File: src/rtl/delay_button_control_if.sv
// rtl/delay_button_control_if.sv - button inputs and delay setting outputs of the delay button controller
interface delay_button_control_if #(
  parameter int DELAY_WIDTH = 8
);
  logic                   btn_up;
  logic                   btn_down;
  logic                   btn_center;
  logic [DELAY_WIDTH-1:0] delay_value;
  logic                   delay_update;

  modport master (
    output btn_up,
    output btn_down,
    output btn_center,
    input  delay_value,
    input  delay_update
  );

  modport slave (
    input  btn_up,
    input  btn_down,
    input  btn_center,
    output delay_value,
    output delay_update
  );
endinterface

File: src/rtl/delay_button_control.sv
// rtl/delay_button_control.sv - steps a clamped delay setting from debounced buttons with hold-to-repeat
// Buttons are sampled only at the clock edge; delay_value and delay_update are plain registers.
module delay_button_control #(
  parameter int DELAY_WIDTH   = 8,
  parameter int DELAY_MAX     = 255,
  parameter int DELAY_DEFAULT = 0,
  parameter int STEP          = 1,
  parameter int HOLD_CYCLES   = 50000000,
  parameter int REPEAT_CYCLES = 10000000
) (
  input  logic                   clk,
  input  logic                   resetn,
  delay_button_control_if.slave  bus
);

  localparam int CNT_SPAN = (HOLD_CYCLES > REPEAT_CYCLES) ? HOLD_CYCLES : REPEAT_CYCLES;
  localparam int CNT_W    = $clog2(CNT_SPAN);

  localparam logic [DELAY_WIDTH:0]   STEP_X    = (DELAY_WIDTH+1)'(STEP);
  localparam logic [DELAY_WIDTH:0]   MAX_X     = (DELAY_WIDTH+1)'(DELAY_MAX);
  localparam logic [DELAY_WIDTH-1:0] DEF_V     = DELAY_WIDTH'(DELAY_DEFAULT);
  localparam logic [CNT_W-1:0]       HOLD_LAST = CNT_W'(HOLD_CYCLES - 1);
  localparam logic [CNT_W-1:0]       REP_LAST  = CNT_W'(REPEAT_CYCLES - 1);

  typedef enum logic [1:0] {
    IDLE   = 2'd0,
    HELD   = 2'd1,
    REPEAT = 2'd2,
    LOCKED = 2'd3
  } state_t;

  state_t                 state_q,  state_d;
  logic [CNT_W-1:0]       cnt_q,    cnt_d;
  logic                   dir_up_q, dir_up_d;
  logic [DELAY_WIDTH-1:0] value_q,  value_d;
  logic                   update_q, update_d;

  logic                   only_up, only_down, only_center, none_high;
  logic                   latched_high, other_high;
  logic                   step_en, load_en;
  logic [DELAY_WIDTH-1:0] load_val;

  // Sum is kept one bit wider so a step past DELAY_MAX clamps instead of wrapping.
  function automatic logic [DELAY_WIDTH-1:0] step_up(input logic [DELAY_WIDTH-1:0] v);
    logic [DELAY_WIDTH:0] sum;
    sum = {1'b0, v} + STEP_X;
    if (sum > MAX_X) begin
      return MAX_X[DELAY_WIDTH-1:0];
    end
    return sum[DELAY_WIDTH-1:0];
  endfunction

  function automatic logic [DELAY_WIDTH-1:0] step_down(input logic [DELAY_WIDTH-1:0] v);
    if ({1'b0, v} < STEP_X) begin
      return '0;
    end
    return v - STEP_X[DELAY_WIDTH-1:0];
  endfunction

  always_comb begin
    only_up      = bus.btn_up & ~bus.btn_down & ~bus.btn_center;
    only_down    = ~bus.btn_up & bus.btn_down & ~bus.btn_center;
    only_center  = ~bus.btn_up & ~bus.btn_down & bus.btn_center;
    none_high    = ~bus.btn_up & ~bus.btn_down & ~bus.btn_center;
    latched_high = dir_up_q ? bus.btn_up : bus.btn_down;
    other_high   = bus.btn_center | (dir_up_q ? bus.btn_down : bus.btn_up);
  end

  always_comb begin
    state_d  = state_q;
    cnt_d    = cnt_q;
    dir_up_d = dir_up_q;
    step_en  = 1'b0;
    load_en  = 1'b0;
    load_val = value_q;

    case (state_q)
      IDLE: begin
        if (only_up || only_down) begin
          dir_up_d = only_up;
          step_en  = 1'b1;
          cnt_d    = '0;
          state_d  = HELD;
        end else if (only_center) begin
          load_en  = 1'b1;
          load_val = DEF_V;
          state_d  = LOCKED;
        end else if (!none_high) begin
          state_d  = LOCKED;
        end
      end

      HELD, REPEAT: begin
        if (!latched_high || other_high) begin
          cnt_d   = '0;
          state_d = none_high ? IDLE : LOCKED;
        end else if (cnt_q == ((state_q == HELD) ? HOLD_LAST : REP_LAST)) begin
          step_en = 1'b1;
          cnt_d   = '0;
          state_d = REPEAT;
        end else begin
          cnt_d   = cnt_q + 1'b1;
        end
      end

      LOCKED: begin
        if (none_high) begin
          state_d = IDLE;
        end
      end

      default: state_d = IDLE;
    endcase

    // A step uses the direction chosen this cycle, so an IDLE press steps immediately.
    if (step_en) begin
      load_en  = 1'b1;
      load_val = dir_up_d ? step_up(value_q) : step_down(value_q);
    end

    value_d  = load_en ? load_val : value_q;
    update_d = load_en && (load_val != value_q);
  end

  always_ff @(posedge clk or negedge resetn) begin
    if (!resetn) begin
      state_q  <= IDLE;
      cnt_q    <= '0;
      dir_up_q <= 1'b1;
      value_q  <= DEF_V;
      update_q <= 1'b0;
    end else begin
      state_q  <= state_d;
      cnt_q    <= cnt_d;
      dir_up_q <= dir_up_d;
      value_q  <= value_d;
      update_q <= update_d;
    end
  end

  assign bus.delay_value  = value_q;
  assign bus.delay_update = update_q;

endmodule
File: src/flat_wrapper.sv
// flat-port wrapper written by rule: the top's interface ports become plain ports
module delay_button_control_flat 
#(
  parameter int DELAY_WIDTH   = 8,
  parameter int DELAY_MAX     = 255,
  parameter int DELAY_DEFAULT = 0,
  parameter int STEP          = 1,
  parameter int HOLD_CYCLES   = 50000000,
  parameter int REPEAT_CYCLES = 10000000
)
  (clk, resetn, bus_btn_up, bus_btn_down, bus_btn_center, bus_delay_value, bus_delay_update);
  delay_button_control_if #(.DELAY_WIDTH(DELAY_WIDTH)) bus_i ();
  input  logic clk;
  input  logic resetn;
  input wire logic [$bits(bus_i.btn_up)-1:0] bus_btn_up;
  input wire logic [$bits(bus_i.btn_down)-1:0] bus_btn_down;
  input wire logic [$bits(bus_i.btn_center)-1:0] bus_btn_center;
  output wire logic [$bits(bus_i.delay_value)-1:0] bus_delay_value;
  output wire logic [$bits(bus_i.delay_update)-1:0] bus_delay_update;
  assign bus_i.btn_up = bus_btn_up;
  assign bus_i.btn_down = bus_btn_down;
  assign bus_i.btn_center = bus_btn_center;
  assign bus_delay_value = bus_i.delay_value;
  assign bus_delay_update = bus_i.delay_update;
  delay_button_control #(.DELAY_WIDTH(DELAY_WIDTH), .DELAY_MAX(DELAY_MAX), .DELAY_DEFAULT(DELAY_DEFAULT), .STEP(STEP), .HOLD_CYCLES(HOLD_CYCLES), .REPEAT_CYCLES(REPEAT_CYCLES)) u_core (.clk(clk), .resetn(resetn), .bus(bus_i));
endmodule
File: config.mk
export PLATFORM = sky130hd
export DESIGN_NAME = delay_button_control_flat
export DESIGN_NICKNAME = d
export VERILOG_FILES = /design/src/rtl/delay_button_control_if.sv /design/src/rtl/delay_button_control.sv /design/src/flat_wrapper.sv
export SDC_FILE = /design/constraint.sdc
export NUM_CORES = 1
export LEC_CHECK = 0
export ABC_AREA = 1
export BUFFER_PORTS_ARGS = -buffer_cell sky130_fd_sc_hd__buf_2
export CAP_MARGIN = 10
export CELL_PAD_IN_SITES_DETAIL_PLACEMENT = 1
export CELL_PAD_IN_SITES_GLOBAL_PLACEMENT = 1
export CORE_MARGIN = 2
export CORE_UTILIZATION = 40
export CTS_CLUSTER_SIZE = 10
export DETAILED_ROUTE_END_ITERATION = 10
export PLACE_DENSITY = 0.83
export RECOVER_POWER = 50
export SLEW_MARGIN = 10
export SYNTH_ARGS = -nofsm -noshare
export SYNTH_HDL_FRONTEND = slang
export SYNTH_SLANG_ARGS = --single-unit
File: constraint.sdc
create_clock -name clk -period 5.4 [get_ports clk]
set_input_delay 0.54 -clock clk [delete_from_list [all_inputs] [get_ports clk]]
set_output_delay 0.54 -clock clk [all_outputs]
set_load 0.01 [all_outputs]
# Word-level counts from Yosys, hierarchy flattened
# Index checks and enable logic that the tools add are counted.
dict set report classes {
  magnitude_cmp 2
  add_sub_neg 3
  n_eq_ne 9
  n_bitwise 11
  reduce_logical 9
  n_mux 38
}
# operator n
set ops {}
lappend ops {{$mux 26} 4}
lappend ops {{$mux 8} 9}
lappend ops {{$pmux 26 s2} 1}
lappend ops {{$add 26x1->26 const B} 1}
lappend ops {{$eq 26x26->1} 1}
lappend ops {{$mux 1} 15}
lappend ops {{$mux 2} 7}
lappend ops {{$add 8x1->9 const B} 1}
lappend ops {{$gt 9x8->1 const B} 1}
lappend ops {{$lt 8x1->1 const B} 1}
lappend ops {{$ne 8x8->1} 1}
lappend ops {{$sub 8x1->8 const B} 1}
lappend ops {{$and 1x1->1} 7}
lappend ops {{$pmux 2 s3} 1}
lappend ops {{$eq 2x2->1 const B} 2}
lappend ops {{$ne 2x1->1 const B} 2}
lappend ops {{$ne 4x3->1 const B} 1}
lappend ops {{$ne 3x1->1 const B} 1}
lappend ops {{$not 1->1} 3}
lappend ops {{$reduce_and 3->1} 1}
lappend ops {{$eq 2x1->1 const B} 1}
lappend ops {{$logic_not 2->1} 1}
lappend ops {{$logic_or 1x1->1} 2}
lappend ops {{$pmux 1 s2} 1}
lappend ops {{6 further kinds} 6}
dict set report totals {
  word_cells 77
  output_inout_bits 9
  reg_bits 38
  inputBits 5
}

# Depth between registers and ports, before layout
# Gate-level depths: netlist (run 1).
dict set report depth {
  ltp_word 12
  mapped_depth 17
  ltp_nobuf 16
}

# Worst setup path before layout (run 1)
# OpenSTA, ideal clock, no wires.
dict set report synth_timing {
  kind {reg-to-reg}
  start {register u_core.value_q[0] (netlist: u_core.bus.delay_value[0])}
  end {register u_core.update_q (netlist: u_core.bus.delay_update)}
  path_slack_ns 3.551
  n_path_buf 0
  setup_ns 0.119
  synth_period_minus_slack_ns 1.849
  required_time_ns 5.281
  arrival_time_ns 1.731
  path_stages_with_launch 14
  path_cell_list {dfrtp_1 -> ha_1 -> nand2_1 -> nor2_1 -> xor2_1 -> nor2_1 -> nand2_2 -> nand3_1 -> nand3_1 -> nor2_1 -> nor2_1 -> nand2_1 -> nor2_1 -> nand2_1}
}
dict set report synth_via {
  elab_chain_len 9
  word_cells_on_any_way 17
  cone_classes {2 x add/sub; 2 x order compare; 1 x eq/ne; 11 x mux; 1 x reduce/logical}
}
# element line
set synth_lines {}
lappend synth_lines {{from (decl)} delay_button_control.sv:35} ;# logic [DELAY_WIDTH-1:0] value_q, value_d;
lappend synth_lines {{from (signal assigned)} delay_button_control.sv:136} ;# value_q <= value_d;
lappend synth_lines {{$add 8x1->9} delay_button_control.sv:46} ;# sum = {1'b0, v} + STEP_X;
lappend synth_lines {{$gt 9x8->1} delay_button_control.sv:47} ;# if (sum > MAX_X) begin
lappend synth_lines {{$mux 1} delay_button_control.sv:47}
lappend synth_lines {{$mux 1} delay_button_control.sv:116} ;# if (step_en) begin
lappend synth_lines {{$mux 8} delay_button_control.sv:50} ;# return sum[DELAY_WIDTH-1:0];
lappend synth_lines {{$mux 8} delay_button_control.sv:118} ;# load_val = dir_up_d ? step_up(value_q) : step_down(value_q);
lappend synth_lines {{$mux 8} delay_button_control.sv:116}
lappend synth_lines {{$ne 8x8->1 (*)} delay_button_control.sv:122} ;# update_d = load_en && (load_val != value_q);
lappend synth_lines {{$logic_and 1x1->1 (*)} delay_button_control.sv:122}
lappend synth_lines {{named net u_core.update_d} delay_button_control.sv:36} ;# logic update_q, update_d;
lappend synth_lines {{to (signal assigned)} delay_button_control.sv:137} ;# update_q <= update_d;
lappend synth_lines {{to (decl)} delay_button_control.sv:36}
# Mark *: on every way through the listed nets, which the timed path passes. The rest lies on a longest branch. The select of a mux whose other input is x is not followed.
# A chain may end at the register's enable or synchronous reset.

# Final worst setup path (run 1)
dict set report layout_timing {
  start {register u_core.state_q[0]}
  end {register u_core.update_q (netlist: u_core.bus.delay_update)}
}
dict set report layout_via {
  elab_chain_len 9
  word_cells_on_any_way 17
  cone_classes {4 x eq/ne; 10 x mux; 3 x reduce/logical}
}
# element line
set layout_lines {}
lappend layout_lines {{from (decl)} delay_button_control.sv:32} ;# state_t state_q, state_d;
lappend layout_lines {{from (signal assigned)} delay_button_control.sv:133} ;# state_q <= state_d;
lappend layout_lines {{$eq 2x1->1} {delay_button_control.sv:77, delay_button_control.sv:97}}
lappend layout_lines {{$mux 26} delay_button_control.sv:97} ;# end else if (cnt_q == ((state_q == HELD) ? HOLD_LAST : REP_LAST)) begin
lappend layout_lines {{$eq 26x26->1} delay_button_control.sv:97}
lappend layout_lines {{$mux 1} delay_button_control.sv:97}
lappend layout_lines {{$mux 1} delay_button_control.sv:94} ;# if (!latched_high || other_high) begin
lappend layout_lines {{$pmux 1 s2} delay_button_control.sv:77} ;# case (state_q)
lappend layout_lines {{$mux 8} delay_button_control.sv:116}
lappend layout_lines {{$ne 8x8->1} delay_button_control.sv:122}
lappend layout_lines {{$logic_and 1x1->1 (*)} delay_button_control.sv:122}
lappend layout_lines {{named net u_core.update_d} delay_button_control.sv:36}
# Mark *: on every way through the listed nets, which the timed path passes. The rest lies on a longest branch.

==> summary.txt, run 1 <==
Run status
  – Outcome: complete, but fails checks
  – Failing checks: max-capacitance violations, max-slew violations

Floorplan
  – Core area: 6790 µm²
  – Chip Width: 87.9 µm
  – DIE AREA: 7730 µm²
  – Initial Util: 0.415
  – DIE HEIGHT: 87.9 µm
  – I/O Pins: 14
  – Cell Rows: 30

Clocking
  – CTS tree: yes
  – Clock H-tree levels: 2
  – Cts bufs inserted: 5
  – Post-CTS Hold Buffers: 0
  – Post-CTS Setup Repair Bufs: 0
  – Sink Count: 38
  – Clk slew on worst S/H paths: 80 ps
  – CTS resizes: 0
  – Clk Latency, worst-skew pair: 300 ps
  – CTS root buf: clkbuf_8
  – CTS Buffer Depth: 2

Timing
  – Final Max Tran Viols: 39
  – RSZ-0062 raised after global routing: false
  – # setup viols final: 0
  – Final-report hold violation count: 0
  – Final Cycle Share: 0.424
  – Min cycle time layout: 2290 ps
  – Normalized max-slew margin: -0.381
  – Fin Clk Skew: 12.5 ps
  – TNS Setup: 0 ps
  – Peak Freq: 0.437 GHz
  – Tightest Pin Transition: 2070 ps
  – Post-route setup slack: 3110 ps
  – Hold WS: 547 ps

Global route
  – Vias in the first global route: 2846
  – Pin count of the biggest net entering global routing: 39
  – Remaining global-route overflow: 0
  – Overall Global Routing Usage: 0.217
  – Initial antenna violation count: 0
  – First-pass GRT wire length: 13300 µm

Power
  – Power share of the combinational group: 0.538
  – Power per cell area: 440 nW/µm²
  – Sequential Power Share: 0.306
  – P_int: 0.668 mW
  – Cell leakage power: 1.38 nW
  – Switch Pwr: 0.676 mW
  – Clk pwr share: 0.156
  – Switching Share: 0.503
  – Max IR drop VDD: 0.247 mV

Synthesis
  – Register area share after synthesis: 0.338
  – Cells after Synth: 410
  – Synth cell types: 37
  – Netlist Area Pre-Place: 2820 µm²
  – Synth async-reset ratio: 1.00
  – Synthesis Warnings: 0
  – Number of enable flip-flop cells after synthesis: 0
  – Synth Flop Type: dfrtp_1
  – Share of the synthesized area in the top cell type: 0.329
  – Synth top area cells: dfrtp_1 33%, nand2_1 13%, inv_1 6.8%
  – Post-synth net total: 423
  – Area leader, netlist: dfrtp_1
  – Yosys reg bits: 38
  – Avg Cell Area, Syn: 6.87 µm²

Worst setup path
  – CP delay by family, top: simple AND/OR/NAND/NOR gates
  – Crit path cell chain: inv_1, ha_1, inv_1, nor2_1, nand3_2, a21oi_2, nand3_1, nand3_1, nand2_1, nor2_1, nand2_1
  – Critical Path AT: 2460 ps
  – Type of origin of the critical path: flip-flop
  – Worst Path Required: 5580 ps
  – Highest-delay cell along the critical path: dfrtp_1
  – Critical path class: flip-flop to flip-flop
  – Critical Path Sink Type: flip-flop
  – CP peak stage delay: 390 ps
  – Crit-path max FO: 6
  – CP bufs+invs: 2

Final layout
  – Share of post-route cells with drive strength above 1: 0.124
  – Diode count: 0
  – Footprint of the multi-input gates: 1620 µm²
  – FILL cells: 909
  – Nets: 439
  – Area occupied by registers: 952 µm²
  – Area grow syn2layout: 8.44%
  – Final Util: 0.450
  – Fin area: 3050 µm²

Placement
  – RD Place Congestion: 0.867
  – Count of port buffers added during placement: 13
  – Placed wire-length estimate: 6010 µm
  – Placement Cell Area: 2970 µm²
  – Worst slack, placed: 2970 ps

Detailed routing
  – Mean routed wirelength per cell: 14.7 µm
  – Via Count: 2745
  – Vias per inst: 5.25
  – Routed wire length: 7670 µm
  – Detail Route Antenna Nets: 0
  – Initial DRC Count: 134
  – DRC errors left: 0
  – DR pass1 iterations: 4

Min path
  – Worst min path class: flip-flop to flip-flop

Job
  – Max_cap viols: 1
## layer usage
layer  vias up  GRT usage  share of wire
met4         0     0.0448         0.0070
met3         7     0.0424          0.043
met1      1332      0.291           0.47
met5         -          0              0
li1       1362          -              -
met2        44      0.366           0.48
## worst reg2reg max path: stages, from the launching register on
cell and delay (ps):
dfrtp_1 390, inv_1 100, ha_1 320, inv_1 60, nor2_1 250, nand3_2 150
a21oi_2 290, nand3_1 180, nand3_1 100, nand2_1 90, nor2_1 170, nand2_1 70
## stage by stage
| stage | std cells | total power [mW] |
|---|---|---|
| 6_report | 523 | 1.34 |
| 5_1_grt | 523 | 1.47 |
| 4_1_cts | 523 | 1.35 |
| 3_5_place_dp | 515 | 1.14 |
| 3_3_place_gp | 515 | 1.11 |
| 2_1_floorplan | 410 | 0.955 |
## power by group through the flow
stage	clock (mW)	sequential [mW]	combinational (mW)
after floorplan	0	0.397	0.558
final	0.210	0.411	0.723
after CTS	0.214	0.410	0.730
after detailed placement	0	0.416	0.726
after global placement	0	0.411	0.700
after global routing	0.227	0.420	0.827
## cell usage after synthesis (2+ instances only)
cell	count
dfrtp_1	37
o21a_1	2
xor2_1	5
nand4_1	7
a31oi_1	3
nand3_2	3
buf_6	2
a21oi_1	18
nand2_2	8
nand3_1	37
nor2_2	5
ha_1	8
a211oi_1	2
inv_1	51
nor2_4	5
nand2_1	99
nor2_1	49
nor3_1	13
nand2_4	3
inv_2	5
o21ai_0	29
nor3b_1	2
a21oi_2	2
o21ai_2	2
## logic make-up (layout without fill, tap and decap cells)
| kind of cell | Yosys count | in the layout | synth area share |
|---|---|---|---|
| AO/OA/AOI/OAI | 61 | 61 | 0.120 |
| XOR/XNOR | 6 | 6 | 0.0187 |
| adder cells (fa/ha/maj) | 8 | 8 | 0.0355 |
| buffers and inverters | 60 | 77 | 0.0862 |
| flip-flops | 38 | 38 | 0.338 |
| AND/OR/NAND/NOR | 237 | 237 | 0.401 |
## state kept, by name, indices dropped and copies added, names as in the netlist
register                 cells
u_core.bus.delay_value       8
u_core.cnt_q                26
u_core.state_q               2
u_core.bus.delay_update      1
u_core.dir_up_q              1
## final cells by class
cell class,instances,area share
multi-input combinational,312,0.529
tap,96,0.0393
timing repair buffer,13,0.0197
inverter,56,0.0688
clock buffer,6,0.0270
sequential,38,0.312
clock inverter,2,0.00410
## cells in the final DEF (no fill, tap or decap), types with 9 or more instances in the layout
cell,instances
buf_2,9
nor2_1,49
nand2_1,99
o21ai_0,29
inv_1,51
a21oi_1,18
nand3_1,38
nor3_1,13
dfrtp_1,37
## worst paths after layout
check                                                        end  slack [ps]  depth (start not counted)                           from
max                            u_core.bus.delay_update$_DFF_PN0_        3110                         11  u_core.state_q[0]$_DFFE_PN0P_
min                                  u_core.cnt_q[5]$_DFFE_PN0P_         550                          2    u_core.cnt_q[5]$_DFFE_PN0P_
max reg2reg                    u_core.bus.delay_update$_DFF_PN0_        3110                         11  u_core.state_q[0]$_DFFE_PN0P_
min reg2reg                          u_core.cnt_q[5]$_DFFE_PN0P_         550                          2    u_core.cnt_q[5]$_DFFE_PN0P_
max in group asynchronous  u_core.bus.delay_value[2]$_DFFE_PN0P_        3380                          1                         resetn
min in group asynchronous           u_core.cnt_q[11]$_DFFE_PN0P_         830                          1                         resetn
Note: power is estimated with default switching activity, not from simulation.
==> run 2, diff against run 1 <==
PLACE_DENSITY = 0.86   (was 0.83)
clock period = 2 ns   (was 5.4 ns; I/O delays follow)
==> summary.txt, run 2 (synthesis gave the netlist of run 1 again) <==
Final layout
  – Diode count: 0
  – FILL cells: 842
  – Biggest register: u_core.cnt_q
  – Nets: 494
  – Max FFs per register: 26
  – Commonest non-fill, non-tap cells in the layout: 86 x nand2_1, 46 x buf_4, 42 x inv_1, 34 x dfrtp_1, 33 x nor2_1
  – Fin cells: 578
  – Area grow syn2layout: 36.5%
  – Share of post-route cells with drive strength above 1: 0.369
  – Commonest non-fill, non-tap cell in the layout: nand2_1

Detailed routing
  – Initial DRC Count: 184
  – Routed wire length: 12300 µm
  – Detail Route Antenna Nets: 0
  – Via Count: 3339
  – Vias per inst: 5.78
  – DRC errors left: 0
  – Mean routed wirelength per cell: 21.4 µm
  – DR pass1 iterations: 5

Timing
  – Peak Freq: 0.444 GHz
  – Post-route setup slack: -250 ps
  – Final-report hold violation count: 0
  – Final Cycle Share: 1.13
  – Final Max Tran Viols: 0
  – TNS Setup: -483 ps
  – # setup viols final: 9
  – RSZ-0062 raised after global routing: true
  – Fin Clk Skew: 13.0 ps
  – Normalized max-slew margin: 0.230
  – Min cycle time layout: 2250 ps
  – Tightest Pin Transition: 1150 ps

Min path
  – Hold EP: u_core.dir_up_q$_DFF_PN1_
  – Hold depth: 3
  – Worst Hold Launch: bus_btn_up
  – Worst min path class: input pin to flip-flop

Clocking
  – CTS root buf: clkbuf_8
  – CTS Buffer Depth: 2
  – CTS tree: yes
  – Clk Latency, worst-skew pair: 310 ps
  – Cts bufs inserted: 5
  – Clk slew on worst S/H paths: 80 ps
  – Sink Count: 38
  – Clock H-tree levels: 2

Power
  – Cell leakage power: 1.71 nW
  – Max IR drop VDD: 0.863 mV
  – Sequential Power Share: 0.208
  – Switch Pwr: 2.70 mW
  – Power, Total: 5.30 mW
  – Clk pwr share: 0.129
  – P_int: 2.61 mW
  – Switching Share: 0.509
  – Power share of the combinational group: 0.663
  – Power per cell area: 1380 nW/µm²

Floorplan
  – Chip Width: 87.9 µm
  – Cell Rows: 30
  – Core area: 6790 µm²
  – DIE AREA: 7730 µm²
  – Initial Util: 0.415
  – I/O Pins: 14
  – DIE HEIGHT: 87.9 µm

Worst setup path
  – Worst Path Required: 2190 ps
  – Critical path class: flip-flop to flip-flop
  – FF-to-FF setup slack: -250 ps
  – Type of origin of the critical path: flip-flop
  – R2R cell count: 15
  – Critical Path Sink Type: flip-flop
  – Worst R2R End: u_core.bus.delay_update$_DFF_PN0_
  – Critical Path AT: 2440 ps
  – Crit-path max FO: 6
  – Reg2Reg Launch Point: u_core.bus.delay_value[4]$_DFFE_PN0P_

Run status
  – Outcome: complete, but fails checks
  – Failing checks: negative setup slack

Global route
  – Pin count of the biggest net entering global routing: 19
  – Vias in the first global route: 3271
  – Remaining global-route overflow: 0
  – Overall Global Routing Usage: 0.274
  – Initial antenna violation count: 0
  – First-pass GRT wire length: 16300 µm

Placement
  – Count of port buffers added during placement: 13
  – Worst slack, placed: -189 ps
  – RD Place Congestion: 0.941
  – DP Cell Count: 545
  – Placed wire-length estimate: 6530 µm

Job
  – Max_cap viols: 0
## run 2: how the worst max path moves through the flow
stage	depth (start not counted)	startpoint	end
6_report	15	u_core.bus.delay_value[4]$_DFFE_PN0P_	u_core.bus.delay_update$_DFF_PN0_
5_1_grt	15	u_core.bus.delay_value[4]$_DFFE_PN0P_	u_core.bus.delay_update$_DFF_PN0_
4_1_cts	15	u_core.bus.delay_value[1]$_DFFE_PN0P_	u_core.bus.delay_update$_DFF_PN0_
3_5_place_dp	11	u_core.state_q[1]$_DFFE_PN0P_	u_core.bus.delay_update$_DFF_PN0_
3_3_place_gp	11	u_core.state_q[0]$_DFFE_PN0P_	u_core.bus.delay_update$_DFF_PN0_
2_1_floorplan	13	u_core.bus.delay_value[0]$_DFFE_PN0P_	u_core.bus.delay_update$_DFF_PN0_
## run 2: worst max-delay path, cell delays in order, from the launching register on
cell,delay [ps]
dfrtp_1,480
nand2_1,160
nor2_2,230
nand2_1,120
nand2_1,80
nand2_1,80
nor2_2,160
nand2_2,130
nand3_2,110
nand2_2,70
nand2_2,90
nand3_2,80
nand2_1,100
nand2_1,80
nor2_1,90
nand2_1,70
## run 2: layout make-up
cell class | instances | area (µm²) | area share
Multi-Input combinational cell | 312 | 1940 | 0.506
Sequential cell | 38 | 956 | 0.249
Timing Repair Buffer | 68 | 495 | 0.129
Inverter | 56 | 223 | 0.0579
Tap cell | 96 | 120 | 0.0312
Clock buffer | 7 | 76.3 | 0.0199
Clock inverter | 1 | 30.0 | 0.00781
## run 2: power by group through the flow
| stage | clock (mW) | sequential, mW | combinational (mW) |
|---|---|---|---|
| 2_1_floorplan | 0 | 1.07 | 1.51 |
| 3_3_place_gp | 0 | 1.06 | 2.25 |
| 3_5_place_dp | 0 | 1.07 | 2.33 |
| 4_1_cts | 0.662 | 1.06 | 2.63 |
| 5_1_grt | 0.708 | 1.11 | 3.71 |
| 6_report | 0.684 | 1.10 | 3.52 |
## run 2: timing repair
action | CTS | global route
hold buffers | 1 | 0
endpoints found under the setup margin | 5 | 25
pin swaps | 16 | 23
gates cloned | 0 | 0
buffers inserted | 10 | 14
resized for setup | 35 | 70
hold endpoints to repair | 16 | 0
## run 2: metrics by stage
| step | utilization | cell area [µm²] | hold slack [ps] |
|---|---|---|---|
| after global placement | 0.470 | 3190 | 163 |
| after detailed placement | 0.470 | 3190 | 162 |
| after CTS | 0.521 | 3540 | 253 |
| after floorplan | - | 2820 | -95.6 |
| after global routing | 0.566 | 3840 | 295 |
| final | 0.566 | 3840 | 288 |
## run 2: layer usage
layer	routed length [µm]	global-route usage
met3	542	0.0386
met1	5130	0.356
met5	0	0
met4	512	0.0965
met2	6160	0.466
